File: src/rtl/alu_issue.sv
// ---------------------------------------------------------------------------
// alu_issue -- issue/retire stage wrapped around an external ALU.
//
// Decoded ALU requests are buffered in a small FIFO. One request at a time is
// loaded into registered ALU operand/operation inputs together with a single
// execute pulse; once the ALU drops busy, its result and flags are captured
// into a response register that is handed to writeback with valid/ready.
// The last captured flags are kept so that chained ops (ADC/SBC) can take
// their flags_in from the previous retired op.
//
// Ports
//   clk, reset_n        clock, asynchronous active-low reset
//   ce                  clock enable; nothing advances while ce=0
//   flush               drop queued requests, pending response, in-flight op
//   req_*               request stream (valid/ready), operands, width, flags
//   alu_*  (out)        registered operation/operands/flags_in/execute to ALU
//   alu_busy/result/flags (in)  ALU status and outputs
//   rsp_*               response register toward writeback (valid/ready)
//   idle                FIFO empty, FSM idle, no response held
//   err_timeout         sticky: ALU busy stayed high longer than MAX_WAIT
// ---------------------------------------------------------------------------
package alu_issue_pkg;

    typedef enum logic [2:0] {
        ALU_OP_NONE = 3'd0,
        ALU_OP_ADD  = 3'd1,
        ALU_OP_ADC  = 3'd2,
        ALU_OP_SUB  = 3'd3,
        ALU_OP_SBC  = 3'd4,
        ALU_OP_AND  = 3'd5,
        ALU_OP_OR   = 3'd6,
        ALU_OP_XOR  = 3'd7
    } alu_operation_e;

    typedef struct packed {
        logic cy;   // carry / borrow
        logic ac;   // auxiliary (nibble) carry
        logic ov;   // signed overflow
        logic s;    // sign
        logic z;    // zero
    } flags_t;

    typedef struct packed {
        alu_operation_e op;
        logic [15:0]    ta;
        logic [15:0]    tb;
        logic           wide;
        flags_t         flags;
        logic           chain;
    } req_t;

endpackage

module alu_issue
    import alu_issue_pkg::*;
#(
    parameter int DEPTH    = 2,
    parameter int MAX_WAIT = 15
) (
    input  logic           clk,
    input  logic           reset_n,
    input  logic           ce,
    input  logic           flush,

    input  logic           req_valid,
    output logic           req_ready,
    input  alu_operation_e req_op,
    input  logic [15:0]    req_ta,
    input  logic [15:0]    req_tb,
    input  logic           req_wide,
    input  flags_t         req_flags,
    input  logic           req_chain,

    output alu_operation_e alu_operation,
    output logic [15:0]    alu_ta,
    output logic [15:0]    alu_tb,
    output logic           alu_wide,
    output flags_t         alu_flags_in,
    output logic           alu_execute,
    input  logic           alu_busy,
    input  logic [15:0]    alu_result,
    input  flags_t         alu_flags,

    output logic           rsp_valid,
    input  logic           rsp_ready,
    output logic [15:0]    rsp_result,
    output flags_t         rsp_flags,
    output logic           rsp_wide,

    output logic           idle,
    output logic           err_timeout
);

    localparam int PTR_W  = $clog2(DEPTH);
    localparam int CNT_W  = PTR_W + 1;
    localparam int WCNT_W = $clog2(MAX_WAIT + 1);

    typedef enum logic [1:0] {
        ST_IDLE,
        ST_EXEC,
        ST_WAIT,
        ST_DRAIN
    } state_e;

    // -----------------------------------------------------------------------
    // Request FIFO
    // -----------------------------------------------------------------------
    req_t             mem [DEPTH];
    logic [PTR_W-1:0] wr_ptr_q, wr_ptr_d;
    logic [PTR_W-1:0] rd_ptr_q, rd_ptr_d;
    logic [CNT_W-1:0] count_q, count_d;
    logic             fifo_empty;
    logic             push;
    logic             pop;
    req_t             head;
    req_t             push_entry;

    state_e           state_q;

    assign fifo_empty = (count_q == '0);
    assign req_ready  = (count_q < CNT_W'(DEPTH));
    // flush has priority over both ends of the FIFO.
    assign push       = ce && !flush && req_valid && req_ready;
    assign pop        = ce && !flush && (state_q == ST_IDLE) && !fifo_empty;
    assign head       = mem[rd_ptr_q];

    assign push_entry = '{op: req_op, ta: req_ta, tb: req_tb, wide: req_wide,
                          flags: req_flags, chain: req_chain};

    always_comb begin
        // NOTE: combinational blocks use blocking '=' and give every output a
        // default first, so no path leaves a value unassigned (no latch).
        wr_ptr_d = wr_ptr_q;
        rd_ptr_d = rd_ptr_q;
        count_d  = count_q;
        if (ce && flush) begin
            wr_ptr_d = '0;
            rd_ptr_d = '0;
            count_d  = '0;
        end else begin
            // Power-of-two depth: pointers wrap naturally.
            if (push) wr_ptr_d = wr_ptr_q + PTR_W'(1);
            if (pop)  rd_ptr_d = rd_ptr_q + PTR_W'(1);
            if (push && !pop)      count_d = count_q + CNT_W'(1);
            else if (pop && !push) count_d = count_q - CNT_W'(1);
        end
    end

    always_ff @(posedge clk or negedge reset_n) begin
        // NOTE: sequential state uses non-blocking '<=' so every register
        // samples pre-edge values regardless of statement order.
        if (!reset_n) begin
            wr_ptr_q <= '0;
            rd_ptr_q <= '0;
            count_q  <= '0;
        end else begin
            wr_ptr_q <= wr_ptr_d;
            rd_ptr_q <= rd_ptr_d;
            count_q  <= count_d;
        end
    end

    // NOTE: the storage array has no reset; entries are only read when
    // count_q says they were written, so resetting them buys nothing.
    always_ff @(posedge clk) begin
        if (push) mem[wr_ptr_q] <= push_entry;
    end

    // -----------------------------------------------------------------------
    // Issue / retire FSM with registered ALU and response outputs
    // -----------------------------------------------------------------------
    alu_operation_e    alu_operation_q;
    logic [15:0]       alu_ta_q, alu_tb_q;
    logic              alu_wide_q;
    flags_t            alu_flags_in_q;
    logic              alu_execute_q;
    logic              rsp_valid_q;
    logic [15:0]       rsp_result_q;
    flags_t            rsp_flags_q;
    logic              rsp_wide_q;
    flags_t            last_flags_q;
    logic [WCNT_W-1:0] wait_cnt_q;
    logic              err_timeout_q;

    always_ff @(posedge clk or negedge reset_n) begin
        if (!reset_n) begin
            state_q         <= ST_IDLE;
            alu_operation_q <= ALU_OP_NONE;
            alu_ta_q        <= '0;
            alu_tb_q        <= '0;
            alu_wide_q      <= 1'b0;
            alu_flags_in_q  <= '0;
            alu_execute_q   <= 1'b0;
            rsp_valid_q     <= 1'b0;
            rsp_result_q    <= '0;
            rsp_flags_q     <= '0;
            rsp_wide_q      <= 1'b0;
            last_flags_q    <= '0;
            wait_cnt_q      <= '0;
            err_timeout_q   <= 1'b0;
        end else if (ce) begin
            // Consumer handshake; a capture below in the same cycle reloads it.
            if (rsp_valid_q && rsp_ready) rsp_valid_q <= 1'b0;

            if (flush) begin
                alu_execute_q <= 1'b0;
                rsp_valid_q   <= 1'b0;
                // An op already handed to the ALU must finish before reuse.
                if (state_q == ST_EXEC || state_q == ST_WAIT) begin
                    state_q <= ST_DRAIN;
                end else if (state_q == ST_DRAIN && !alu_busy) begin
                    state_q <= ST_IDLE;
                end
            end else begin
                unique case (state_q)
                    ST_IDLE: begin
                        if (!fifo_empty) begin
                            alu_operation_q <= head.op;
                            alu_ta_q        <= head.ta;
                            alu_tb_q        <= head.tb;
                            alu_wide_q      <= head.wide;
                            alu_flags_in_q  <= head.chain ? last_flags_q : head.flags;
                            alu_execute_q   <= 1'b1;
                            state_q         <= ST_EXEC;
                        end
                    end
                    ST_EXEC: begin
                        alu_execute_q <= 1'b0;
                        wait_cnt_q    <= '0;
                        state_q       <= ST_WAIT;
                    end
                    ST_WAIT: begin
                        if (alu_busy) begin
                            // Counter saturates at MAX_WAIT; the error is sticky.
                            if (wait_cnt_q == WCNT_W'(MAX_WAIT)) err_timeout_q <= 1'b1;
                            else                                  wait_cnt_q    <= wait_cnt_q + WCNT_W'(1);
                        end else if (!rsp_valid_q || rsp_ready) begin
                            rsp_result_q <= alu_wide_q ? alu_result : {8'h00, alu_result[7:0]};
                            rsp_flags_q  <= alu_flags;
                            rsp_wide_q   <= alu_wide_q;
                            rsp_valid_q  <= 1'b1;
                            last_flags_q <= alu_flags;
                            state_q      <= ST_IDLE;
                        end
                        // Result ready but slot occupied: hold, the ALU keeps its output.
                    end
                    ST_DRAIN: begin
                        if (!alu_busy) state_q <= ST_IDLE;
                    end
                    default: state_q <= ST_IDLE;
                endcase
            end
        end
    end

    assign alu_operation = alu_operation_q;
    assign alu_ta        = alu_ta_q;
    assign alu_tb        = alu_tb_q;
    assign alu_wide      = alu_wide_q;
    assign alu_flags_in  = alu_flags_in_q;
    assign alu_execute   = alu_execute_q;
    assign rsp_valid     = rsp_valid_q;
    assign rsp_result    = rsp_result_q;
    assign rsp_flags     = rsp_flags_q;
    assign rsp_wide      = rsp_wide_q;
    assign err_timeout   = err_timeout_q;
    assign idle          = fifo_empty && (state_q == ST_IDLE) && !rsp_valid_q;

endmodule

File: config.mk
export PLATFORM = sky130hd
export DESIGN_NAME = alu_issue
export DESIGN_NICKNAME = d
export VERILOG_FILES = /design/src/rtl/alu_issue.sv
export SDC_FILE = /design/constraint.sdc
export NUM_CORES = 1
export LEC_CHECK = 0
export ABC_AREA = 1
export CELL_PAD_IN_SITES_DETAIL_PLACEMENT = 1
export CELL_PAD_IN_SITES_GLOBAL_PLACEMENT = 2
export CORE_ASPECT_RATIO = 1.1
export CORE_MARGIN = 2
export CORE_UTILIZATION = 35
export CTS_CLUSTER_SIZE = 24
export DETAILED_ROUTE_END_ITERATION = 16
export PLACE_DENSITY = 0.82
export RECOVER_POWER = 100
export REMOVE_ABC_BUFFERS = 1
export SLEW_MARGIN = 20
export SYNTH_ARGS = -nofsm -noshare
export SYNTH_HDL_FRONTEND = slang
export SYNTH_SLANG_ARGS = --single-unit
File: constraint.sdc
create_clock -name clk -period 5.2 [get_ports clk]
set_input_delay 0.52 -clock clk [delete_from_list [all_inputs] [get_ports clk]]
set_output_delay 0.52 -clock clk [all_outputs]
set_load 0.01 [all_outputs]
==> results of run 1 <==
## cell usage after synthesis, types with 2 or more instances
cell / n / share of area [%]
a21oi_1: 4 / 0.32
a31oi_1: 17 / 1.7
a31oi_2: 20 / 4.0
buf_2: 10 / 0.80
buf_4: 3 / 0.36
buf_6: 3 / 0.54
clkbuf_1: 7 / 0.42
dfrtp_1: 76 / 30
edfxtp_1: 84 / 40
ha_1: 7 / 1.4
inv_1: 20 / 1.2
inv_2: 4 / 0.24
nand2_1: 169 / 10
nand3_1: 8 / 0.64
nand3_2: 2 / 0.32
nand4_1: 2 / 0.20
nor2_1: 64 / 3.8
nor2_4: 3 / 0.54
o211ai_1: 5 / 0.60
o21ai_0: 12 / 0.96
o21ai_1: 8 / 0.64
## power groups by stage
stage | registers [mW] | clock network, mW | logic [mW]
2_1_floorplan | 1.95 | 0 | 0.519
3_3_place_gp | 1.85 | 0 | 1.38
3_5_place_dp | 1.86 | 0 | 1.42
4_1_cts | 1.85 | 1.27 | 1.43
5_1_grt | 1.87 | 1.31 | 1.43
6_report | 1.83 | 1.23 | 1.28
## final cells by class
type | instances | share of cell area (%)
multi-input cells | 328 | 19.2
diodes | 3 | 0.0892
clock buffers | 20 | 5.31
well taps | 238 | 3.54
clock inverters | 12 | 1.58
flip-flops and latches | 160 | 52.6
repair buffers | 142 | 16.6
inverters | 24 | 1.07
## logic make-up (layout without fill, tap and decap cells)
| group | Yosys count | after routing |
|---|---|---|
| AO/OA/AOI/OAI | 68 | 68 |
| XOR/XNOR | 1 | 1 |
| adder cells (fa/ha/maj) | 7 | 7 |
| buffers and inverters | 47 | 198 |
| flip-flops | 160 | 160 |
| other | 0 | 3 |
| AND/OR/NAND/NOR | 252 | 252 |
## stage by stage
step | instance area, um2 | total power, mW | util, % | hold WS [ns]
3_5_place_dp | 7880 | 3.28 | 44.6 | 0.470
4_1_cts | 8450 | 4.54 | 47.8 | 0.327
3_3_place_gp | 7880 | 3.23 | 44.6 | 0.466
6_report | 8410 | 4.34 | 47.6 | 0.137
2_1_floorplan | 6150 | 2.47 | - | 0.224
5_1_grt | 8410 | 4.61 | 47.6 | 0.209
## routing by layer
layer / wire length, um / vias up / part of all wire [%]
li1: - / 2087 / -
met2: 7690 / 115 / 50
met5: 0 / - / 0
met3: 848 / 15 / 5.5
met4: 232 / 0 / 1.5
met1: 6550 / 2156 / 43
## critical path, stage by stage
cell	delay, ns
dlygate4sd3_1	0.72
inv_1	0.11
nor2_1	0.31
nand4_1	1.01
inv_1	0.80
nand2_1	0.12
nand2_1	0.08
## sequential cells by signal (all words and copies together) (netlist names)
name / cells
alu_execute: 1
alu_tb: 16
rsp_result: 16
err_timeout: 1
last_flags_q: 5
alu_flags_in: 5
wait_cnt_q: 4
rsp_wide: 1
rd_ptr_q: 1
wr_ptr_q: 1
state_q: 2
count_q: 2
alu_wide: 1
mem: 84
rsp_valid: 1
alu_operation: 3
alu_ta: 16
## final timing paths
check,slack (ns),to,cells past startpoint,from
worst max-delay path,1.86,last_flags_q[4],7,ce
worst min-delay path,0.14,wait_cnt_q[0],1,reset_n
worst max register to register,2.03,alu_ta[1],6,state_q[0]
worst min register to register,0.48,alu_flags_in[1],2,alu_flags_in[1]
max in group asynchronous,4.53,rd_ptr_q,1,reset_n
min in group clk,0.48,alu_flags_in[1],2,alu_flags_in[1]
==> impl_metrics.py, run 1 <==
metrics = {
    "synth": {
        "ys_seq_area_share_pct": 70.4,
        "avgSynthCellArea_um2": 11.8,
        "synth_mux_area_share_pct": 0,
        "synth_top_family_by_area": "simple AND/OR/NAND/NOR gates",
        "synth_compound_area_share_pct": 8.46,
        "synth-edff-count": 84,
        "yosysWarningCount": 0,
        "ys_async_sr_fraction_pct": 47.5,
        "synth_fa_ha_area_share_pct": 1.39,
        "synth-seq-cells": 160,
        "synth_top_flop_cell": "edfxtp_1",
        "ys_types": 28,
        "synth_area_mm2": 0.00629,
        "synth_xor_xnor_area_share_pct": 0.139,
        "synth_cells": 535,
        "yosys.area_share.simple_pct": 16.1,
    },
    "power": {
        "peakVddDrop_uv": 263,
        "p_per_area_mw_per_mm2": 516,
        "clock_power_share_pct": 28.3,
        "internal_power_mw": 2.96,
        "pwr-share-seq_pct": 42.1,
        "p_sw_mw": 1.39,
        "p_sw_share_pct": 32.0,
        "p_leak_nw": 3.39,
        "pwr-share-comb_pct": 29.6,
    },
    "die": {
        "coreArea_mm2": 0.0177,
        "fp.dieH_um": 145,
        "rows": 51,
        "start_util_pct": 35.6,
        "dieArea_mm2": 0.0191,
        "die_w_um": 132,
        "pin_count": 138,
    },
    "layout": {
        "final_cell_count_no_fill": 927,
        "drive_above_1_share_pct": 8.60,
        "area_delta_synth_final_pct": 33.8,
        "nNetsFinal": 750,
        "multi_input_area_mm2": 0.00161,
        "final_common_cell": "nand2_1",
        "nFillCells": 1911,
        "most-common-layout-cells": "170 x nand2_1, 111 x dlygate4sd3_1, 84 x edfxtp_1",
        "ff_latch_area_mm2": 0.00443,
    },
    "timing": {
        "rsz0062_at_grt": "no",
        "max_slew.worst_pin.slew_ns": 1.36,
        "finalMaxSlewViolations": 0,
        "final-setup-viol-count": 0,
        "finalCritPeriodShare_pct": 64.2,
        "fin_worst_skew_ns": 0.0104,
        "slew_headroom_pct": 9.65,
        "fin_ws_ns": 1.86,
        "setup_tns_ns": 0,
        "fmax_ghz": 0.300,
        "hold_violations": 0,
        "period_needed_ns": 3.34,
    },
    "global_route": {
        "grt_pass1_vias": 4859,
        "grt_util_met2_pct": 29.9,
        "grt_overflow": 0,
        "grt_max_degree": 77,
        "grt.total_usage_pct": 17.0,
        "grt_pass1_wl_um": 25000,
        "use_met3_pct": 4.98,
        "grt-busiest-layer": "met2",
        "antenna_found_initial": 3,
        "gr-usage-met1_pct": 19.9,
    },
    "route": {
        "drt_iter0_drc": 161,
        "drtAntennaViolNets": 0,
        "firstDrtPassIters": 4,
        "drc": 0,
        "vias": 4373,
        "drt-total-wl_um": 15300,
        "via_per_inst": 4.72,
        "wl_per_cell_um": 16.5,
    },
    "min_path": {
        "hp-class": "primary input to asynchronous set/reset pin",
    },
    "setup_path": {
        "end_kind": "register",
        "critPathLaunchType": "primary input",
        "crit_type": "primary input to register",
        "crit_arrival_ns": 3.69,
        "cp_max_fo": 31,
        "critical_path_required_ns": 5.55,
    },
    "cts": {
        "path_clk_slew_ns": 0.06,
        "cts-htree-levels": 4,
        "clk_latency_ns": 0.42,
        "ctsRootBufferMaster": "clkbuf_16",
        "cts_setup_buffers": 0,
        "numClockSinks": 160,
        "cts.path.max_buffers": 2,
        "cts_resized": 0,
        "cts_hold_repair.buffers": 0,
        "cts_inserted_buffers": 17,
        "cts_tree": "yes",
    },
    "placement": {
        "port_buffers": 137,
        "place_ws_ns": 2.08,
        "place_inst": 892,
        "hpwl_um": 10300,
        "gp_congestion": 0.751,
    },
    "outcome": {
        "status": "complete, no violations",
    },
    "run": {
        "maxCapViolCount": 0,
    },
}
No activity file was read; power rests on OpenSTA's default activity.
==> run 2: changes to the inputs <==
- CORE_UTILIZATION: 35 -> 29
- PLACE_DENSITY: 0.82 -> 0.72
- clock period: 5.2 -> 2.9 ns (I/O delays scaled with it)
==> run 2 against run 1 <==
Against the previous run:
- clock power grew 73%
- combinational power grew 78%
- total power up 77%
- critical path depth is 3 lower
- register-to-register slack worse by 1.4 ns
- utilization down 7.7 points
- non-clock buffer count increased by 4
- final cell count is 6.1% higher
- critical path type unchanged
- largest cell class unchanged
==> impl_metrics.py, run 2 (synthesis results as in run 1) <==
metrics = {
    "timing": {
        "max_slew.worst_pin.slew_ns": 1.17,
        "fin_ws_ns": 0.466,
        "final-setup-viol-count": 0,
        "slew_headroom_pct": 21.9,
        "rsz0062_at_grt": "no",
        "finalMaxSlewViolations": 0,
        "fmax_ghz": 0.411,
        "period_needed_ns": 2.43,
        "setup_tns_ns": 0,
        "holdWs_ns": 0.412,
        "hold_violations": 0,
        "finalCritPeriodShare_pct": 83.9,
        "fin_worst_skew_ns": 0.0105,
    },
    "layout": {
        "most-common-layout-cells": "170 x nand2_1, 112 x dlygate4sd3_1, 84 x edfxtp_1",
        "final_area_mm2": 0.00850,
        "drive_above_1_share_pct": 10.0,
        "largest_reg_flops": 84,
        "final_common_cell": "nand2_1",
        "utilization_pct": 39.9,
        "largest_register": "mem",
        "nNetsFinal": 754,
        "final_cell_count_no_fill": 984,
        "area_delta_synth_final_pct": 35.3,
        "nFillCells": 2347,
    },
    "placement": {
        "place_ws_ns": 0.602,
        "post_dp_cell_area_mm2": 0.00800,
        "port_buffers": 137,
        "hpwl_um": 10300,
        "place_inst": 947,
        "gp_congestion": 0.755,
    },
    "setup_path": {
        "end_kind": "register",
        "cp_max_fo": 42,
        "crit_arrival_ns": 2.47,
        "critical-path-slowest-cell": "clkbuf_2",
        "critical_path_required_ns": 2.94,
        "rr_worst_depth": 7,
        "crit_type": "primary input to register",
        "crit_family": "buffers and inverters",
        "cp.depth": 4,
        "critPathLaunchType": "primary input",
        "crit_chain": "dlygate4sd3_1 -> nand4_1 -> nor2_4 -> clkbuf_2",
        "max_stage_delay_ns": 0.87,
        "crit_buf_inv": 2,
    },
    "min_path": {
        "hp-class": "primary input to register",
        "holdPathStages": 3,
    },
    "die": {
        "rows": 56,
        "dieArea_mm2": 0.0229,
        "fp.dieH_um": 158,
        "die_w_um": 144,
        "coreArea_mm2": 0.0213,
        "start_util_pct": 29.5,
        "pin_count": 138,
    },
    "power": {
        "total_power_mw": 7.71,
        "peakVddDrop_uv": 419,
        "p_leak_nw": 3.40,
        "p_per_area_mw_per_mm2": 907,
    },
    "route": {
        "firstDrtPassIters": 4,
        "drt-total-wl_um": 15600,
        "drtAntennaViolNets": 0,
        "wl_met3_um": 1080,
        "wl_per_cell_um": 15.9,
        "wl_met2_um": 7510,
        "wirelength_met1_um": 6800,
        "top_layer_used": "met5",
        "drc": 0,
        "drt_iter0_drc": 122,
        "vias": 4387,
        "via_per_inst": 4.46,
    },
    "global_route": {
        "grt_overflow": 0,
        "grt.total_usage_pct": 14.4,
        "grt_pass1_vias": 4769,
        "grt_pass1_wl_um": 24900,
        "grt_max_degree": 79,
        "antenna_found_initial": 5,
    },
    "cts": {
        "path_clk_slew_ns": 0.07,
        "cts.path.max_buffers": 2,
        "cts_inserted_buffers": 17,
        "numClockSinks": 160,
        "cts-htree-levels": 4,
        "cts_tree": "yes",
        "clk_latency_ns": 0.43,
        "cts_setup_buffers": 0,
        "ctsRootBufferMaster": "clkbuf_16",
    },
    "outcome": {
        "status": "complete, no violations",
    },
    "run": {
        "maxCapViolCount": 0,
    },
}
[run 2: worst paths after layout]
check	endpoint	slack [ns]	from
worst max-delay path	mem[0][32]	0.47	ce
worst min-delay path	last_flags_q[0]	0.41	alu_flags[0]
worst max register to register	alu_flags_in[0]	0.60	state_q[0]
worst min register to register	err_timeout	0.46	err_timeout
max in group asynchronous	count_q[1]	0.81	reset_n
min in group asynchronous	alu_tb[9]	0.62	reset_n
[run 2: timing repair]
item | CTS | global route
gates resized for setup | 0 | 0
hold endpoints to repair | 38 | 0
hold buffers | 1 | 0
[run 2: area by class of cell]
class                   instances  area [um2]  area share (%)
clock buffers                  18         439            5.16
diodes                          4        10.0           0.118
well taps                     290         363            4.27
inverters                      24        90.1            1.06
flip-flops and latches        160        4430            52.0
clock inverters                14         121            1.43
repair buffers                146        1420            16.7
multi-input cells             328        1630            19.2
[run 2: per-layer routing]
metal,track usage (%),vias up
met5,0,-
met4,4.02,2
met3,5.20,21
met2,23.8,116
met1,17.8,2155
li1,-,2093
[run 2: worst register-to-register path, cell delays in order, from the launching register on]
cell and delay [ns]:
dfrtp_1 0.42, inv_1 0.14, ha_1 0.26, nand3_1 0.15, nor2_4 0.10, clkbuf_4 0.80, o211ai_1 0.26, nand2_1 0.12
[run 2: power breakdown]
| group | switching [mW] | internal, mW |
|---|---|---|
| clock | 0.980 | 1.15 |
| combinational | 1.19 | 1.09 |
| sequential | 0.378 | 2.92 |
==> run 3: changes to the inputs <==
- clock period: 2.9 -> 2 ns (I/O delays scaled with it)
==> run 3 against run 2 <==
Against the previous run:
- largest cell class unchanged
- worst setup slack got worse by 0.28 ns
- non-clock buffer count rose by 9
- clock-buffer cell count fell by 1
- final cell count rose by 0.51%
- clock power rose by 64%
- sequential share of layout area fell by 1.0 points
- sequential power rose by 44%
==> impl_metrics.py, run 3 (synthesis results as in run 1) <==
metrics = {
    "setup_path": {
        "cp_max_fo": 43,
        "regToRegStartpoint": "count_q[1]",
        "end_kind": "register",
        "critical_path_required_ns": 2.05,
        "critical-path-slowest-cell": "clkbuf_4",
        "max_stage_delay_ns": 0.58,
        "crit_type": "register to register",
        "rr_worst_depth": 5,
        "rr_endpoint": "mem[1][10]",
        "crit_arrival_ns": 1.86,
        "crit_chain": "inv_1 -> nand4_1 -> buf_4 -> nor2_4 -> clkbuf_4",
        "critPathLaunchType": "register",
        "reg2reg_slack_ns": 0.18,
    },
    "route": {
        "drt_iter0_drc": 181,
        "drt-total-wl_um": 15700,
        "wl_per_cell_um": 15.9,
        "firstDrtPassIters": 4,
        "via_per_inst": 4.45,
        "vias": 4398,
        "drc": 0,
        "drtAntennaViolNets": 0,
    },
    "die": {
        "rows": 56,
        "pin_count": 138,
        "die_w_um": 144,
        "fp.dieH_um": 158,
        "start_util_pct": 29.5,
        "dieArea_mm2": 0.0229,
        "coreArea_mm2": 0.0213,
    },
    "timing": {
        "fmax_ghz": 0.551,
        "finalCritPeriodShare_pct": 90.8,
        "hold_violations": 0,
        "final-setup-viol-count": 0,
        "finalMaxSlewViolations": 0,
        "fin_worst_skew_ns": 0.00884,
        "max_slew.worst_pin.slew_ns": 1.41,
        "rsz0062_at_grt": "no",
        "period_needed_ns": 1.82,
        "slew_headroom_pct": 5.70,
    },
    "global_route": {
        "grt_pass1_wl_um": 25000,
        "grt.total_usage_pct": 14.4,
        "grt_overflow": 0,
        "grt_max_degree": 49,
        "antenna_found_initial": 2,
        "grt_pass1_vias": 4743,
    },
    "cts": {
        "path_clk_slew_ns": 0.07,
        "cts-htree-levels": 4,
        "cts.path.max_buffers": 2,
        "numClockSinks": 160,
        "clk_latency_ns": 0.42,
        "cts_inserted_buffers": 17,
        "cts_tree": "yes",
        "ctsRootBufferMaster": "clkbuf_16",
    },
    "layout": {
        "largest_reg_flops": 84,
        "largest_register": "mem",
        "drive_above_1_share_pct": 11.7,
        "n_antenna_cell": 0,
        "most-common-layout-cells": "170 x nand2_1, 110 x dlygate4sd3_1, 84 x edfxtp_1",
        "nNetsFinal": 763,
        "final_area_mm2": 0.00867,
        "nFillCells": 2346,
        "final_common_cell": "nand2_1",
        "area_delta_synth_final_pct": 37.9,
        "final_cell_count_no_fill": 989,
    },
    "placement": {
        "place_inst": 955,
        "gp_congestion": 0.778,
        "post_dp_cell_area_mm2": 0.00810,
        "port_buffers": 137,
        "hpwl_um": 10500,
    },
    "min_path": {
        "worstHoldStart": "alu_result[7]",
        "min_to": "rsp_result[7]",
        "hp-class": "primary input to register",
        "holdPathStages": 3,
    },
    "power": {
        "p_per_area_mw_per_mm2": 1350,
        "p_leak_nw": 3.49,
        "total_power_mw": 11.7,
        "peakVddDrop_uv": 614,
    },
    "outcome": {
        "status": "complete, no violations",
    },
    "run": {
        "maxCapViolCount": 0,
    },
}
-- run 3: changes by cell type in the layout (fill, tap and decap cells not counted), sizes merged --
cell,before,now
buf,3,10
dlygate4sd3,112,110
clkinv,4,5
clkdlybuf4s50,25,26
diode,4,0
dlygate4sd2,0,1
clkbuf,24,25
bufinv,0,4
inv,32,28
-- run 3: repair_timing --
item                                    4_1_cts  5_1_grt
gates resized for setup                       5        0
hold endpoints to repair                     47        0
hold buffers                                  1        0
setup buffers                                 1        0
endpoints found under the setup margin        1        0
-- run 3: per-layer routing --
layer,GRT usage (%),vias to the layer above,part of all wire (%)
li1,-,2098,-
met1,18.1,2165,45
met2,24.1,113,48
met3,4.57,18,6.1
met4,4.02,4,1.0
met5,0,-,0.13
-- run 3: worst max path at each step --
stage | startpoint | end | slack [ns] | cells past startpoint
floorplan | count_q[1] | mem[1][0] | -0.93 | 3
CTS | state_q[0] | idle | 0.17 | 5
detailed placement | ce | mem[1][7] | 0.15 | 5
finish | count_q[1] | mem[1][10] | 0.18 | 5
global route | state_q[0] | wait_cnt_q[3] | 0.05 | 9
global placement | ce | mem[1][7] | 0.14 | 5
-- run 3: area by class of cell --
class | instances | area (um2) | area share (%)
clock buffers | 17 | 425 | 4.91
clock inverters | 15 | 208 | 2.40
inverters | 24 | 90.1 | 1.04
multi-input cells | 328 | 1640 | 18.9
flip-flops and latches | 160 | 4430 | 51.0
well taps | 290 | 363 | 4.18
repair buffers | 155 | 1520 | 17.5
-- run 3: metrics by stage --
step | util [%] | setup slack (ns) | TNS [ns] | hold slack (ns)
2_1_floorplan | - | -0.930 | -87.11 | -0.0956
3_3_place_gp | 38.0 | 0.140 | 0 | 0.305
3_5_place_dp | 38.0 | 0.154 | 0 | 0.317
4_1_cts | 41.1 | 0.167 | 0 | 0.302
5_1_grt | 40.7 | 0.0549 | 0 | 0.323
6_report | 40.7 | 0.184 | 0 | 0.322
-- run 3: critical path, delay by kind of cell, from the launching register on --
kind / cells / cell delay, ns
buf+inv: 3 / 0.88
flops: 1 / 0.39
simple gates: 2 / 0.17
-- run 3: power breakdown --
part / total, mW / internal, mW / switching (mW)
Clock: 3.49 / 2.11 / 1.38
Combinational: 3.49 / 1.67 / 1.82
Sequential: 4.74 / 4.24 / 0.498
